File: src/rtl/mc_pkg.sv
// mc_pkg: shared definitions for the multicycle control unit.
// Holds the FSM state enum, the ALU operation-class enum, the opcode/funct
// field values, and the ALU function codes (also used by the datapath ALU).
package mc_pkg;

  localparam int MC_OPW = 6;
  localparam int MC_FW  = 3;

  typedef enum logic [3:0] {
    S_FETCH, S_DECODE, S_MEMADR, S_MEMRD, S_MEMWB, S_MEMWR,
    S_EXEC, S_ALUWB, S_BRANCH, S_ADDIEX, S_ADDIWB, S_JUMP
  } state_t;

  // What the ALU is being asked to do in a given state.
  typedef enum logic [1:0] {AC_NONE, AC_ADD, AC_SUB, AC_FUNCT} aluclass_t;

  localparam logic [5:0] OP_RTYPE = 6'b000000;
  localparam logic [5:0] OP_LW    = 6'b100011;
  localparam logic [5:0] OP_SW    = 6'b101011;
  localparam logic [5:0] OP_BEQ   = 6'b000100;
  localparam logic [5:0] OP_BNE   = 6'b000101;
  localparam logic [5:0] OP_ADDI  = 6'b001000;
  localparam logic [5:0] OP_J     = 6'b000010;

  localparam logic [5:0] F_ADD = 6'b100000;
  localparam logic [5:0] F_SUB = 6'b100010;
  localparam logic [5:0] F_AND = 6'b100100;
  localparam logic [5:0] F_OR  = 6'b100101;
  localparam logic [5:0] F_SLT = 6'b101010;
  localparam logic [5:0] F_NEG = 6'b100111;

  localparam logic [2:0] ALU_AND = 3'b000;
  localparam logic [2:0] ALU_OR  = 3'b001;
  localparam logic [2:0] ALU_ADD = 3'b010;
  localparam logic [2:0] ALU_SUB = 3'b110;
  localparam logic [2:0] ALU_NEG = 3'b100;
  localparam logic [2:0] ALU_SLT = 3'b111;

endpackage

File: src/rtl/mc_ctrl_if.sv
// mc_ctrl_if: control-unit <-> datapath/memory bundle.
//   master (control unit): receives opcode, funct, zero, mem_ready;
//     drives alucontrol, alusrca, alusrcb, pcsrc, pcen, iord, irwrite,
//     memwrite, regwrite, regdst, memtoreg, illegal.
//   slave (datapath/memory): the reverse directions.
interface mc_ctrl_if #(
  parameter int OPW = 6,
  parameter int FW  = 3
);
  logic [OPW-1:0] opcode;
  logic [OPW-1:0] funct;
  logic           zero;
  logic           mem_ready;
  logic [FW-1:0]  alucontrol;
  logic           alusrca;
  logic [1:0]     alusrcb;
  logic [1:0]     pcsrc;
  logic           pcen;
  logic           iord;
  logic           irwrite;
  logic           memwrite;
  logic           regwrite;
  logic           regdst;
  logic           memtoreg;
  logic           illegal;

  modport master (
    input  opcode, funct, zero, mem_ready,
    output alucontrol, alusrca, alusrcb, pcsrc, pcen, iord, irwrite,
           memwrite, regwrite, regdst, memtoreg, illegal
  );

  modport slave (
    output opcode, funct, zero, mem_ready,
    input  alucontrol, alusrca, alusrcb, pcsrc, pcen, iord, irwrite,
           memwrite, regwrite, regdst, memtoreg, illegal
  );
endinterface

File: src/rtl/mc_aludec.sv
// mc_aludec: combinational ALU function-code decode.
//   cls         in   operation class requested by the current state
//   funct       in   instr[5:0], only meaningful for AC_FUNCT
//   f           out  ALU function code
//   funct_legal out  funct is a supported R-type function (AC_FUNCT only)
module mc_aludec
  import mc_pkg::*;
#(
  parameter int OPW = MC_OPW,
  parameter int FW  = MC_FW
) (
  input  aluclass_t      cls,
  input  logic [OPW-1:0] funct,
  output logic [FW-1:0]  f,
  output logic           funct_legal
);

  always_comb begin
    f           = '0;
    funct_legal = 1'b0;
    case (cls)
      AC_ADD: f = ALU_ADD;
      AC_SUB: f = ALU_SUB;
      AC_FUNCT: begin
        funct_legal = 1'b1;
        case (funct)
          F_ADD:   f = ALU_ADD;
          F_SUB:   f = ALU_SUB;
          F_AND:   f = ALU_AND;
          F_OR:    f = ALU_OR;
          F_SLT:   f = ALU_SLT;
          F_NEG:   f = ALU_NEG;
          default: begin
            f           = ALU_AND;
            funct_legal = 1'b0;
          end
        endcase
      end
      default: f = '0;
    endcase
  end

endmodule

File: src/rtl/mc_ctrl.sv
// mc_ctrl: multicycle control unit for a MIPS-subset datapath.
//   clk    in  system clock, rising edge
//   rst_n  in  asynchronous active-low reset
//   bus    mc_ctrl_if.master: IR fields, zero flag, mem_ready in;
//          ALU select, mux selects, write enables and illegal pulse out.
// Build option: MC_CTRL_BNE_EN adds bne (opcode 000101) as a branch.
//
// state    | meaning
// FETCH    | read instruction at PC, PC += 4 when mem_ready
// DECODE   | branch target into ALUOut, dispatch on opcode
// MEMADR   | compute load/store address
// MEMRD    | load read, wait for mem_ready
// MEMWB    | write load data to rt
// MEMWR    | store write, hold until mem_ready
// EXEC     | R-type ALU operation
// ALUWB    | write R-type result to rd
// BRANCH   | compare, conditionally load PC from ALUOut
// ADDIEX   | addi ALU operation
// ADDIWB   | write addi result to rt
// JUMP     | load PC with jump target
module mc_ctrl
  import mc_pkg::*;
#(
  parameter int OPW = MC_OPW,
  parameter int FW  = MC_FW
) (
  input logic        clk,
  input logic        rst_n,
  mc_ctrl_if.master  bus
);

  state_t    state, state_nx;
  logic      is_sw, is_sw_nx;
  logic      illegal_q, illegal_nx;
  aluclass_t cls;
  logic      funct_legal;
  logic [FW-1:0] alu_f;
  logic      pcen_c, irwrite_c, memwrite_c, regwrite_c;
`ifdef MC_CTRL_BNE_EN
  logic      is_bne, is_bne_nx;
`endif

  mc_aludec #(.OPW(OPW), .FW(FW)) u_aludec (
    .cls         (cls),
    .funct       (bus.funct),
    .f           (alu_f),
    .funct_legal (funct_legal)
  );

  always_ff @(posedge clk or negedge rst_n) begin
    if (!rst_n) begin
      state     <= S_FETCH;
      is_sw     <= 1'b0;
      illegal_q <= 1'b0;
`ifdef MC_CTRL_BNE_EN
      is_bne    <= 1'b0;
`endif
    end else begin
      state     <= state_nx;
      is_sw     <= is_sw_nx;
      illegal_q <= illegal_nx;
`ifdef MC_CTRL_BNE_EN
      is_bne    <= is_bne_nx;
`endif
    end
  end

  always_comb begin
    state_nx     = state;
    is_sw_nx     = is_sw;
    illegal_nx   = 1'b0;
    cls          = AC_NONE;
    bus.alusrca  = 1'b0;
    bus.alusrcb  = 2'b00;
    bus.pcsrc    = 2'b00;
    bus.iord     = 1'b0;
    bus.regdst   = 1'b0;
    bus.memtoreg = 1'b0;
    pcen_c       = 1'b0;
    irwrite_c    = 1'b0;
    memwrite_c   = 1'b0;
    regwrite_c   = 1'b0;
`ifdef MC_CTRL_BNE_EN
    is_bne_nx    = is_bne;
`endif
    case (state)
      S_FETCH: begin
        bus.alusrcb = 2'b01;
        cls         = AC_ADD;
        irwrite_c   = bus.mem_ready;
        pcen_c      = bus.mem_ready;
        if (bus.mem_ready) state_nx = S_DECODE;
      end
      S_DECODE: begin
        bus.alusrcb = 2'b11;
        cls         = AC_ADD;
        // Load vs store is remembered here so MEMADR need not look at the IR.
        is_sw_nx    = (bus.opcode == OP_SW);
`ifdef MC_CTRL_BNE_EN
        is_bne_nx   = (bus.opcode == OP_BNE);
`endif
        case (bus.opcode)
          OP_LW, OP_SW: state_nx = S_MEMADR;
          OP_RTYPE:     state_nx = S_EXEC;
          OP_BEQ:       state_nx = S_BRANCH;
`ifdef MC_CTRL_BNE_EN
          OP_BNE:       state_nx = S_BRANCH;
`endif
          OP_ADDI:      state_nx = S_ADDIEX;
          OP_J:         state_nx = S_JUMP;
          default: begin
            state_nx   = S_FETCH;
            illegal_nx = 1'b1;
          end
        endcase
      end
      S_MEMADR: begin
        bus.alusrca = 1'b1;
        bus.alusrcb = 2'b10;
        cls         = AC_ADD;
        state_nx    = is_sw ? S_MEMWR : S_MEMRD;
      end
      S_MEMRD: begin
        bus.iord = 1'b1;
        if (bus.mem_ready) state_nx = S_MEMWB;
      end
      S_MEMWB: begin
        regwrite_c   = 1'b1;
        bus.memtoreg = 1'b1;
        state_nx     = S_FETCH;
      end
      S_MEMWR: begin
        bus.iord   = 1'b1;
        memwrite_c = 1'b1;
        if (bus.mem_ready) state_nx = S_FETCH;
      end
      S_EXEC: begin
        bus.alusrca = 1'b1;
        cls         = AC_FUNCT;
        if (funct_legal) begin
          state_nx = S_ALUWB;
        end else begin
          state_nx   = S_FETCH;
          illegal_nx = 1'b1;
        end
      end
      S_ALUWB: begin
        regwrite_c = 1'b1;
        bus.regdst = 1'b1;
        state_nx   = S_FETCH;
      end
      S_BRANCH: begin
        bus.alusrca = 1'b1;
        cls         = AC_SUB;
        bus.pcsrc   = 2'b01;
`ifdef MC_CTRL_BNE_EN
        pcen_c      = is_bne ? ~bus.zero : bus.zero;
`else
        pcen_c      = bus.zero;
`endif
        state_nx    = S_FETCH;
      end
      S_ADDIEX: begin
        bus.alusrca = 1'b1;
        bus.alusrcb = 2'b10;
        cls         = AC_ADD;
        state_nx    = S_ADDIWB;
      end
      S_ADDIWB: begin
        regwrite_c = 1'b1;
        state_nx   = S_FETCH;
      end
      S_JUMP: begin
        bus.pcsrc = 2'b10;
        pcen_c    = 1'b1;
        state_nx  = S_FETCH;
      end
      default: state_nx = S_FETCH;
    endcase
  end

  // FETCH enables follow mem_ready combinationally, so they must also be
  // masked directly by reset rather than relying on the state register.
  assign bus.pcen       = pcen_c & rst_n;
  assign bus.irwrite    = irwrite_c & rst_n;
  assign bus.memwrite   = memwrite_c & rst_n;
  assign bus.regwrite   = regwrite_c & rst_n;
  assign bus.alucontrol = alu_f;
  assign bus.illegal    = illegal_q;

endmodule

File: src/flat_wrapper.sv
// flat-port wrapper written by rule: the top's interface ports become plain ports
module mc_ctrl_flat import mc_pkg::*;
#(
  parameter int OPW = MC_OPW,
  parameter int FW  = MC_FW
)
  (clk, rst_n, bus_opcode, bus_funct, bus_zero, bus_mem_ready, bus_alucontrol, bus_alusrca, bus_alusrcb, bus_pcsrc, bus_pcen, bus_iord, bus_irwrite, bus_memwrite, bus_regwrite, bus_regdst, bus_memtoreg, bus_illegal);
  mc_ctrl_if #(.OPW(OPW), .FW(FW)) bus_i ();
  input logic clk;
  input logic rst_n;
  input wire logic [$bits(bus_i.opcode)-1:0] bus_opcode;
  input wire logic [$bits(bus_i.funct)-1:0] bus_funct;
  input wire logic [$bits(bus_i.zero)-1:0] bus_zero;
  input wire logic [$bits(bus_i.mem_ready)-1:0] bus_mem_ready;
  output wire logic [$bits(bus_i.alucontrol)-1:0] bus_alucontrol;
  output wire logic [$bits(bus_i.alusrca)-1:0] bus_alusrca;
  output wire logic [$bits(bus_i.alusrcb)-1:0] bus_alusrcb;
  output wire logic [$bits(bus_i.pcsrc)-1:0] bus_pcsrc;
  output wire logic [$bits(bus_i.pcen)-1:0] bus_pcen;
  output wire logic [$bits(bus_i.iord)-1:0] bus_iord;
  output wire logic [$bits(bus_i.irwrite)-1:0] bus_irwrite;
  output wire logic [$bits(bus_i.memwrite)-1:0] bus_memwrite;
  output wire logic [$bits(bus_i.regwrite)-1:0] bus_regwrite;
  output wire logic [$bits(bus_i.regdst)-1:0] bus_regdst;
  output wire logic [$bits(bus_i.memtoreg)-1:0] bus_memtoreg;
  output wire logic [$bits(bus_i.illegal)-1:0] bus_illegal;
  assign bus_i.opcode = bus_opcode;
  assign bus_i.funct = bus_funct;
  assign bus_i.zero = bus_zero;
  assign bus_i.mem_ready = bus_mem_ready;
  assign bus_alucontrol = bus_i.alucontrol;
  assign bus_alusrca = bus_i.alusrca;
  assign bus_alusrcb = bus_i.alusrcb;
  assign bus_pcsrc = bus_i.pcsrc;
  assign bus_pcen = bus_i.pcen;
  assign bus_iord = bus_i.iord;
  assign bus_irwrite = bus_i.irwrite;
  assign bus_memwrite = bus_i.memwrite;
  assign bus_regwrite = bus_i.regwrite;
  assign bus_regdst = bus_i.regdst;
  assign bus_memtoreg = bus_i.memtoreg;
  assign bus_illegal = bus_i.illegal;
  mc_ctrl #(.OPW(OPW), .FW(FW)) u_core (.clk(clk), .rst_n(rst_n), .bus(bus_i));
endmodule
File: config.mk
export PLATFORM = sky130hd
export DESIGN_NAME = mc_ctrl_flat
export DESIGN_NICKNAME = d
export VERILOG_FILES = /design/src/rtl/mc_pkg.sv /design/src/rtl/mc_ctrl_if.sv /design/src/rtl/mc_aludec.sv /design/src/rtl/mc_ctrl.sv /design/src/flat_wrapper.sv
export SDC_FILE = /design/constraint.sdc
export NUM_CORES = 1
export LEC_CHECK = 0
export BUFFER_PORTS_ARGS = -buffer_cell sky130_fd_sc_hd__buf_2
export CORE_UTILIZATION = 40
export DETAILED_ROUTE_END_ITERATION = 12
export GPL_TIMING_DRIVEN = 0
export PLACE_DENSITY = 0.69
export REMOVE_ABC_BUFFERS = 1
export SYNTH_ARGS = -nofsm -noshare
export SYNTH_HDL_FRONTEND = slang
export SYNTH_HIERARCHICAL = 1
export SYNTH_SLANG_ARGS = --single-unit
File: constraint.sdc
create_clock -name clk -period 2.6 [get_ports clk]
set_clock_uncertainty 0.1 [all_clocks]
set_input_delay 0.52 -clock clk [delete_from_list [all_inputs] [get_ports clk]]
set_output_delay 0.52 -clock clk [all_outputs]
set_load 0.02 [all_outputs]
==> impl_metrics.csv, run 1 <==
group,metric,value,unit
floorplanning,num_rows,15,
setup_path,critPathMaxFanout,18,
synth,synth_cell_type_count,43,
sta,max_slew_margin,70.8,%
cts,cts_sinks,6,
sta,grt_setup_unrepaired,"false",
sta,fin_tns_setup,0,ns
sta,period_share,93.7,%
setup_path,r2r_start,"u_core/state[2]$_DFFE_PN0P_",
floorplanning,die_h,45.6,um
sta,period_needed,2.44,ns
floorplanning,io_pins,32,
place,port_buffers,31,
final_layout,n_antenna_cell,0,
sta,worst_pin_slew,0.438,ns
synth,synth_most_common_cell,"nand2_1",
detailed_routing,first_pass_iters,4,
synth,synth.avg_cell_area,7.18,sq um
detailed_routing,ant_nets,0,
setup_path,crit_type,"reg2out",
final_layout,fillCellCount,178,
sta,drv_slew,0,
global_route,antenna_found_initial,0,
synth,yosysTopAreaCellShare,19.7,%
pwr,total_leakage_power,0.000460,uW
pwr,p_per_area,848,nW/um^2
cts,cts_tree,"yes",
synth,synthArstFlopShare,100,%
setup_path,crit_arrival,1.82,ns
synth,synthCells,106,
final_layout,seq_area,154,sq um
setup_path,endpoint_kind,"output port",
setup_path,crit_start,"u_core/state[2]$_DFFE_PN0P_",
synth,yosysWarnings,6,
global_route,grt-ovfl-total,0,
floorplanning,coreArea,1750,sq um
floorplanning,start_util,43.6,%
synth,seq_area_frac_synth,19.7,%
place,hpwl,1420,um
synth,synth_common_cells,"nand2_1 (14), nor2_1 (10), nor3_1 (8), a21oi_1 (7), dfrtp_1 (6)",
setup_path,worstPathRequired,1.98,ns
detailed_routing,wl_per_cell,11.8,um
setup_path,critPathTopFamily,"flip-flops",
detailed_routing,drc,0,
global_route,grt_max_degree,22,
run,drv_cap,0,
place,globalplace.congestion,0.778,
final_layout,syn2layout_area_growth,28.6,%
sta,finalHoldViolCount,0,
synth,ys_ff_latch,6,
sta,timing.fmax,411,MHz
final_layout,nets,156,
setup_path,cp-endpoint,"bus_alucontrol[2]",
sta,whs,0.0193,ns
sta,setup_viol,0,
synth,synth_edf_count,0,
synth,synth_ff_type,"dfrtp_1",
setup_path,critPathSlowestCell,"dfrtp_2",
detailed_routing,vias,892,
setup_path,startpoint_type,"flip-flop",
synth,yosysTopAreaCell,"dfrtp_1",
worst_hold_path,hp-class,"in2async",
global_route,grt_use_total,19.5,%
synth,synth_area_leaders,"dfrtp_1 (20%), nand2_1 (6.9%), nor3_1 (5.3%), nor2_1 (4.9%), a21oi_1 (4.6%)",
detailed_routing,drt-initial-drc-count,11,
cts,clk_pin_slew_worst_paths,0.04,ns
cts,cts_hold_buffers,0,
setup_path,r2r-end,"u_core/state[0]$_DFFE_PN0P_",
cts,cts_htree_levels,1,
setup_path,worstRegToRegCells,9,
synth,synth_area,761,sq um
pwr,peakVddDrop,0.000426,V
setup_path,crit_chain,"inv_1 -> o22ai_1 -> a21oi_1 -> nor2b_1 -> a221oi_1 -> buf_2",
setup_path,slowest_delay,0.53,ns
run_status,outcome,"finished, final reports clean",
setup_path,crit_buf_inv,2,
setup_path,cp.depth,6,
floorplanning,die_w,45.6,um
setup_path,ff2ff_setup_slack,0.37,ns
final_layout,multi_input_area,567,sq um
floorplanning,die-area,2080,sq um
cts,numCtsBuffers,3,
global_route,grt_pass1_vias,685,
cts,cts_root_buf,"clkbuf_4",
final_layout,drive_gt1_share,36.2,%
global_route,grt_pass1_wl,3010,um
detailed_routing,wl,1920,um
cts,cts_buffer_depth,2,
cts,insertion_delay,0.24,ns
detailed_routing,via_per_inst,5.47,
[report_power, final]
part	internal, uW	total (uW)	switching (uW)
clock	52.0	82.1	30.1
combinational	238	536	299
sequential	124	211	87.3
[layout by cell type (no fill, tap or decap), types with 2 or more instances in the layout]
master    instances
a21oi_1           6
a21oi_2           2
a22oi_1           2
and3_1            3
buf_2            31
buf_4             5
clkbuf_4          3
dfrtp_1           3
dfrtp_2           3
inv_1             2
nand2_1          14
nand2b_1          5
nand3_1           3
nand3b_1          3
nor2_1           10
nor2b_1           3
nor3_1            8
o21ai_0           3
o21ai_1           2
xnor2_1           2
xor2_1            2
[repair_timing]
action                     CTS  global route
buffers inserted             0             5
pin swaps                    0             0
gates resized for setup      2             3
setup endpoints to repair    3             3
[area by class of cell]
cell class / count / area share (%)
timing repair buffer: 36 / 19.7
sequential: 6 / 15.7
tap: 25 / 3.20
inverter: 3 / 1.15
clock buffer: 3 / 2.30
multi-input combinational: 90 / 57.9
[kinds of logic after synthesis]
group                  share of synthesized area, %
flip-flops                                     19.7
AND/OR/NAND/NOR                                41.6
AO/OA/AOI/OAI                                  26.2
buffers and inverters                          6.58
multiplexers                                   1.32
XOR/XNOR                                       4.61
[through the flow]
step / setup WS (ns) / util, % / power (uW) / cell area (sq um) / instances
3_3_place_gp: 0.148 / 52.0 / 687 / 908 / 155
5_1_grt: 0.0123 / 56.1 / 904 / 978 / 163
4_1_cts: 0.0454 / 53.5 / 790 / 933 / 158
6_report: 0.164 / 56.1 / 830 / 978 / 163
3_5_place_dp: 0.0836 / 52.0 / 700 / 908 / 155
2_1_floorplan: 0.217 / - / 556 / 722 / 99
[worst min path at each step]
stage	slack, ns	start	cells after the start	end
floorplan	0.12	rst_n	0	u_core/bus.illegal$_DFF_PN0_
finish	0.02	rst_n	1	u_core/state[3]$_DFFE_PN0P_
detailed placement	0.27	rst_n	1	u_core/bus.illegal$_DFF_PN0_
global placement	0.27	rst_n	1	u_core/bus.illegal$_DFF_PN0_
CTS	0.009	rst_n	1	u_core/bus.illegal$_DFF_PN0_
global route	0.02	rst_n	1	u_core/bus.illegal$_DFF_PN0_
[sequential cells by signal (all words and copies together) (netlist names)]
register	flops
u_core/bus.illegal	1
u_core/state	4
u_core/is_sw	1
[layer usage]
metal	global-route usage, %	up-vias	routed length, um
li1	-	461	-
met5	0	-	0
met1	27.8	407	943
met4	1.82	0	0
met3	4.76	0	56
met2	30.6	24	921
Power figures use the tool's default switching activity.
==> run 2: changes to the inputs <==
--- a/config.mk
+++ b/config.mk
@@ -6,6 +6,7 @@
 export NUM_CORES = 1
 export LEC_CHECK = 0
 export BUFFER_PORTS_ARGS = -buffer_cell sky130_fd_sc_hd__buf_2
+export CORE_MARGIN = 5
 export CORE_UTILIZATION = 40
 export DETAILED_ROUTE_END_ITERATION = 12
 export GPL_TIMING_DRIVEN = 0
==> constraint.sdc (replaced) <==
create_clock -name clk -period 3 [get_ports clk]
set_clock_uncertainty 0.1 [all_clocks]
set_input_delay 0.6 -clock clk [delete_from_list [all_inputs] [get_ports clk]]
set_output_delay 0.6 -clock clk [all_outputs]
set_load 0.02 [all_outputs]
==> impl_metrics.csv, run 2 (same netlist as run 1, synthesis figures left out) <==
group,metric,value,unit
place,post_dp_cell_area,908,sq um
sta,fin_ws,0.265,ns
place,port_buffers,31,
setup_path,worstPathRequired,2.30,ns
global_route,grt_pass1_vias,686,
final_layout,regMostFlops,"u_core/state",
run_status,outcome,"finished, final reports clean",
floorplanning,start_util,43.1,%
final_layout,layout_common_cells,"buf_2 (31), nand2_1 (14), nor2_1 (10)",
place,globalplace.congestion,0.744,
detailed_routing,via_per_inst,5.59,
detailed_routing,drc,0,
floorplanning,coreArea,1760,sq um
setup_path,endpoint_kind,"output port",
detailed_routing,drt-initial-drc-count,24,
detailed_routing,ant_nets,0,
global_route,grt_max_degree,22,
place,dpl_worst_slack,0.424,ns
floorplanning,die-area,2870,sq um
cts,numCtsBuffers,3,
sta,timing.fmax,366,MHz
setup_path,critPathMaxFanout,18,
global_route,grt_pass1_wl,3000,um
final_layout,largest_reg_flops,4,
pwr,p_per_area,735,nW/um^2
final_layout,multi_input_area,561,sq um
floorplanning,num_rows,15,
cts,cts_sinks,6,
floorplanning,die_w,53.6,um
sta,max_slew_margin,58.7,%
final_layout,final_common_cell,"buf_2",
sta,period_share,91.2,%
final_layout,nets,151,
setup_path,startpoint_type,"flip-flop",
setup_path,slowest_delay,0.66,ns
final_layout,utilization,52.8,%
setup_path,crit_buf_inv,2,
setup_path,crit_type,"reg2out",
sta,setup_viol,0,
floorplanning,die_h,53.6,um
final_layout,seq_area,151,sq um
worst_hold_path,hp-class,"in2async",
detailed_routing,vias,884,
cts,cts_htree_levels,1,
cts,insertion_delay,0.24,ns
setup_path,crit_arrival,2.04,ns
detailed_routing,wl_per_cell,12.5,um
run,drv_cap,0,
cts,cts_root_buf,"clkbuf_4",
place,hpwl,1560,um
final_layout,final_area,932,sq um
pwr,total_leakage_power,0.000436,uW
floorplanning,io_pins,32,
sta,period_needed,2.74,ns
pwr,peakVddDrop,0.000418,V
sta,worst_pin_slew,0.619,ns
global_route,grt-ovfl-total,0,
global_route,grt_use_total,14.1,%
sta,drv_slew,0,
cts,cts_tree,"yes",
detailed_routing,wl,1980,um
setup_path,crit_chain,"inv_1 -> o22ai_1 -> a21oi_1 -> nor2b_1 -> a221oi_1 -> buf_2",
final_layout,syn2layout_area_growth,22.5,%
sta,finalHoldViolCount,0,
cts,cts_buffer_depth,2,
final_layout,fillCellCount,192,
setup_path,critPathTopFamily,"flip-flops",
sta,fin_tns_setup,0,ns
sta,grt_setup_unrepaired,"false",
global_route,antenna_found_initial,0,
setup_path,critPathSlowestCell,"dfrtp_1",
final_layout,drive_gt1_share,30.8,%
detailed_routing,first_pass_iters,4,
cts,clk_pin_slew_worst_paths,0.04,ns
final_layout,n_antenna_cell,0,
[run 2: final timing paths]
path	cells after the start	endpoint	slack, ns	start
max	6	bus_alucontrol[2]	0.26	u_core/state[2]$_DFFE_PN0P_
min	1	u_core/state[2]$_DFFE_PN0P_	0.09	rst_n
max reg2reg	9	u_core/state[0]$_DFFE_PN0P_	0.66	u_core/state[1]$_DFFE_PN0P_
min reg2reg	1	u_core/is_sw$_DFFE_PN0P_	0.43	u_core/is_sw$_DFFE_PN0P_
max in group asynchronous	1	u_core/state[1]$_DFFE_PN0P_	2.52	rst_n
min in group clk	1	u_core/is_sw$_DFFE_PN0P_	0.43	u_core/is_sw$_DFFE_PN0P_
[run 2: metrics by stage]
stage / hold slack (ns) / cells / total power, uW
2_1_floorplan: 0.204 / 99 / 482
3_3_place_gp: 0.348 / 155 / 600
3_5_place_dp: 0.350 / 155 / 611
4_1_cts: 0.0857 / 158 / 691
5_1_grt: 0.0865 / 158 / 751
6_report: 0.0912 / 158 / 685
[run 2: what timing repair did]
| action | CTS | global route |
|---|---|---|
| hold buffers | 0 | 0 |
| setup buffers | 0 | 0 |
| setup endpoints to repair | 0 | 1 |
| resized for setup | 0 | 1 |
[run 2: worst register-to-register path: stages (launching register included)]
cell and delay [ns]:
dfrtp_2 0.53, nor2b_1 0.31, nand2_1 0.09, a21oi_1 0.30, nand3_1 0.16, a21oi_1 0.23
nand2_1 0.08, a211oi_1 0.29, a21oi_2 0.07, o2bb2ai_2 0.11
[run 2: where the power goes]
group / total (uW) / switching (uW) / leakage, uW / internal [uW]
Combinational: 425 / 247 / 0.000344 / 178
Sequential: 187 / 82.1 / 0.0000781 / 105
Clock: 73.4 / 28.2 / 0.0000138 / 45.2
[run 2: metal layers]
metal	track usage, %	routed length, um	vias to the layer above
met3	5.26	174	2
met1	18.7	898	406
met5	0	0	-
li1	-	-	443
met4	2.55	8	0
met2	22.0	897	33
[run 2: area by class of cell]
| cell class | count | area share [%] |
|---|---|---|
| well taps | 25 | 3.36 |
| inverters | 3 | 1.21 |
| multi-input cells | 90 | 60.1 |
| clock buffers | 3 | 2.42 |
| flip-flops and latches | 6 | 16.2 |
| repair buffers | 31 | 16.6 |
==> run 3: changes to the inputs <==
--- a/config.mk
+++ b/config.mk
@@ -7,10 +7,10 @@
 export LEC_CHECK = 0
 export BUFFER_PORTS_ARGS = -buffer_cell sky130_fd_sc_hd__buf_2
 export CORE_MARGIN = 5
-export CORE_UTILIZATION = 40
+export CORE_UTILIZATION = 50
 export DETAILED_ROUTE_END_ITERATION = 12
 export GPL_TIMING_DRIVEN = 0
-export PLACE_DENSITY = 0.69
+export PLACE_DENSITY_LB_ADDON = 0.1
 export REMOVE_ABC_BUFFERS = 1
 export SYNTH_ARGS = -nofsm -noshare
 export SYNTH_HDL_FRONTEND = slang
==> impl_metrics.csv, run 3 (same netlist as run 1, synthesis figures left out) <==
group,metric,value,unit
cts,numCtsBuffers,3,
pwr,power_frac_seq,27.1,%
cts,cts_htree_levels,1,
detailed_routing,vias,868,
floorplanning,start_util,51.7,%
sta,drv_slew,0,
pwr,p_int,327,uW
pwr,clkPwrFrac,11.0,%
floorplanning,io_pins,32,
pwr,total_leakage_power,0.000438,uW
sta,finalHoldViolCount,0,
final_layout,largest_reg_flops,4,
final_layout,layout_common_cells,"buf_2 (31), nand2_1 (14), nor2_1 (10)",
detailed_routing,wl,1980,um
run_status,outcome,"finished, final reports clean",
sta,worst_pin_slew,0.621,ns
cts,cts_root_buf,"clkbuf_4",
sta,whs,0.0922,ns
cts,cts_tree,"yes",
pwr,p_per_area,747,nW/um^2
global_route,grt_max_degree,22,
sta,setup_viol,0,
sta,period_share,93.0,%
cts,clk_pin_slew_worst_paths,0.05,ns
global_route,grt_use_total,17.0,%
setup_path,worstPathRequired,2.30,ns
pwr,total_power,687,uW
cts,ctsResizeCount,0,
place,port_buffers,31,
place,hpwl,1530,um
final_layout,nets,151,
cts,cts_buffer_depth,2,
sta,fin_ws,0.209,ns
pwr,peakVddDrop,0.000371,V
setup_path,endpoint_kind,"output port",
global_route,grt_pass1_wl,3350,um
detailed_routing,drt-initial-drc-count,21,
sta,max_slew_margin,58.6,%
floorplanning,die_h,49.0,um
global_route,grt-ovfl-total,0,
detailed_routing,via_per_inst,5.83,
detailed_routing,wl_per_cell,13.3,um
run,drv_cap,0,
cts,post_cts.repair.setup_buffers,0,
sta,fin_tns_setup,0,ns
place,globalplace.congestion,0.771,
final_layout,final_common_cell,"buf_2",
detailed_routing,ant_nets,0,
final_layout,regMostFlops,"u_core/state",
global_route,grt_pass1_vias,777,
detailed_routing,drc,0,
floorplanning,coreArea,1470,sq um
place,dpl_worst_slack,0.479,ns
detailed_routing,first_pass_iters,4,
cts,cts_hold_buffers,0,
sta,grt_setup_unrepaired,"false",
pwr,switching_share,52.4,%
setup_path,crit_type,"reg2out",
sta,period_needed,2.79,ns
setup_path,crit_arrival,2.09,ns
cts,cts_sinks,6,
final_layout,n_antenna_cell,0,
cts,insertion_delay,0.24,ns
setup_path,startpoint_type,"flip-flop",
global_route,antenna_found_initial,0,
worst_hold_path,hp-class,"in2async",
floorplanning,die_w,49.0,um
pwr,p_sw,360,uW
final_layout,utilization,62.5,%
final_layout,drive_gt1_share,30.1,%
setup_path,critPathMaxFanout,17,
pwr,pwr-share-comb,61.9,%
floorplanning,num_rows,14,
final_layout,syn2layout_area_growth,20.9,%
sta,timing.fmax,358,MHz
final_layout,fillCellCount,153,
floorplanning,die-area,2400,sq um
==> run 3: cell counts in the layout (fill, tap and decap cells not counted) <==
Identical to the previous run, type by type.
==> run 3: path summary, 6_finish.rpt <==
check | start | endpoint | slack, ns | cells past startpoint
max in group asynchronous | rst_n | u_core/state[3]$_DFFE_PN0P_ | 2.54 | 1
worst max-delay path | u_core/state[1]$_DFFE_PN0P_ | bus_alucontrol[2] | 0.21 | 6
worst min-delay path | rst_n | u_core/state[2]$_DFFE_PN0P_ | 0.09 | 1
worst max register to register | u_core/state[1]$_DFFE_PN0P_ | u_core/state[0]$_DFFE_PN0P_ | 0.49 | 9
worst min register to register | u_core/is_sw$_DFFE_PN0P_ | u_core/is_sw$_DFFE_PN0P_ | 0.45 | 1
min in group clk | u_core/is_sw$_DFFE_PN0P_ | u_core/is_sw$_DFFE_PN0P_ | 0.45 | 1
==> run 3: metrics by stage <==
| step | instance area [sq um] | cells |
|---|---|---|
| 2_1_floorplan | 722 | 99 |
| 3_3_place_gp | 897 | 146 |
| 3_5_place_dp | 897 | 146 |
| 4_1_cts | 920 | 149 |
| 5_1_grt | 920 | 149 |
| 6_report | 920 | 149 |
==> run 3: final cells by class <==
| type | count | area [sq um] | area share (%) |
|---|---|---|---|
| Tap cell | 16 | 20.0 | 2.18 |
| Sequential cell | 6 | 150 | 16.3 |
| Multi-Input combinational cell | 90 | 561 | 61.0 |
| Timing Repair Buffer | 31 | 155 | 16.9 |
| Clock buffer | 3 | 22.5 | 2.45 |
| Inverter | 3 | 11.3 | 1.22 |
==> run 3: power groups by stage <==
stage	Combinational (uW)	Sequential [uW]	Clock, uW
after global routing	469	197	83.3
after detailed placement	423	187	0
after floorplan	309	173	0
after CTS	426	187	77.8
final	425	186	75.4
after global placement	414	184	0
==> run 3: critical path: stages (launching register included) <==
cell and delay (ns):
dfrtp_1 0.66, nor2b_1 0.34, nand2_1 0.09, a21oi_1 0.28, inv_1 0.07, a221oi_1 0.19, buf_2 0.21
==> run 3: metal layers <==
| layer | global-route usage [%] | part of all wire (%) | up-vias |
|---|---|---|---|
| li1 | - | - | 447 |
| met1 | 20.8 | 41 | 383 |
| met2 | 29.3 | 50 | 36 |
| met3 | 2.45 | 7.6 | 2 |
| met4 | 6.73 | 0.76 | 0 |
| met5 | 0 | 0 | - |
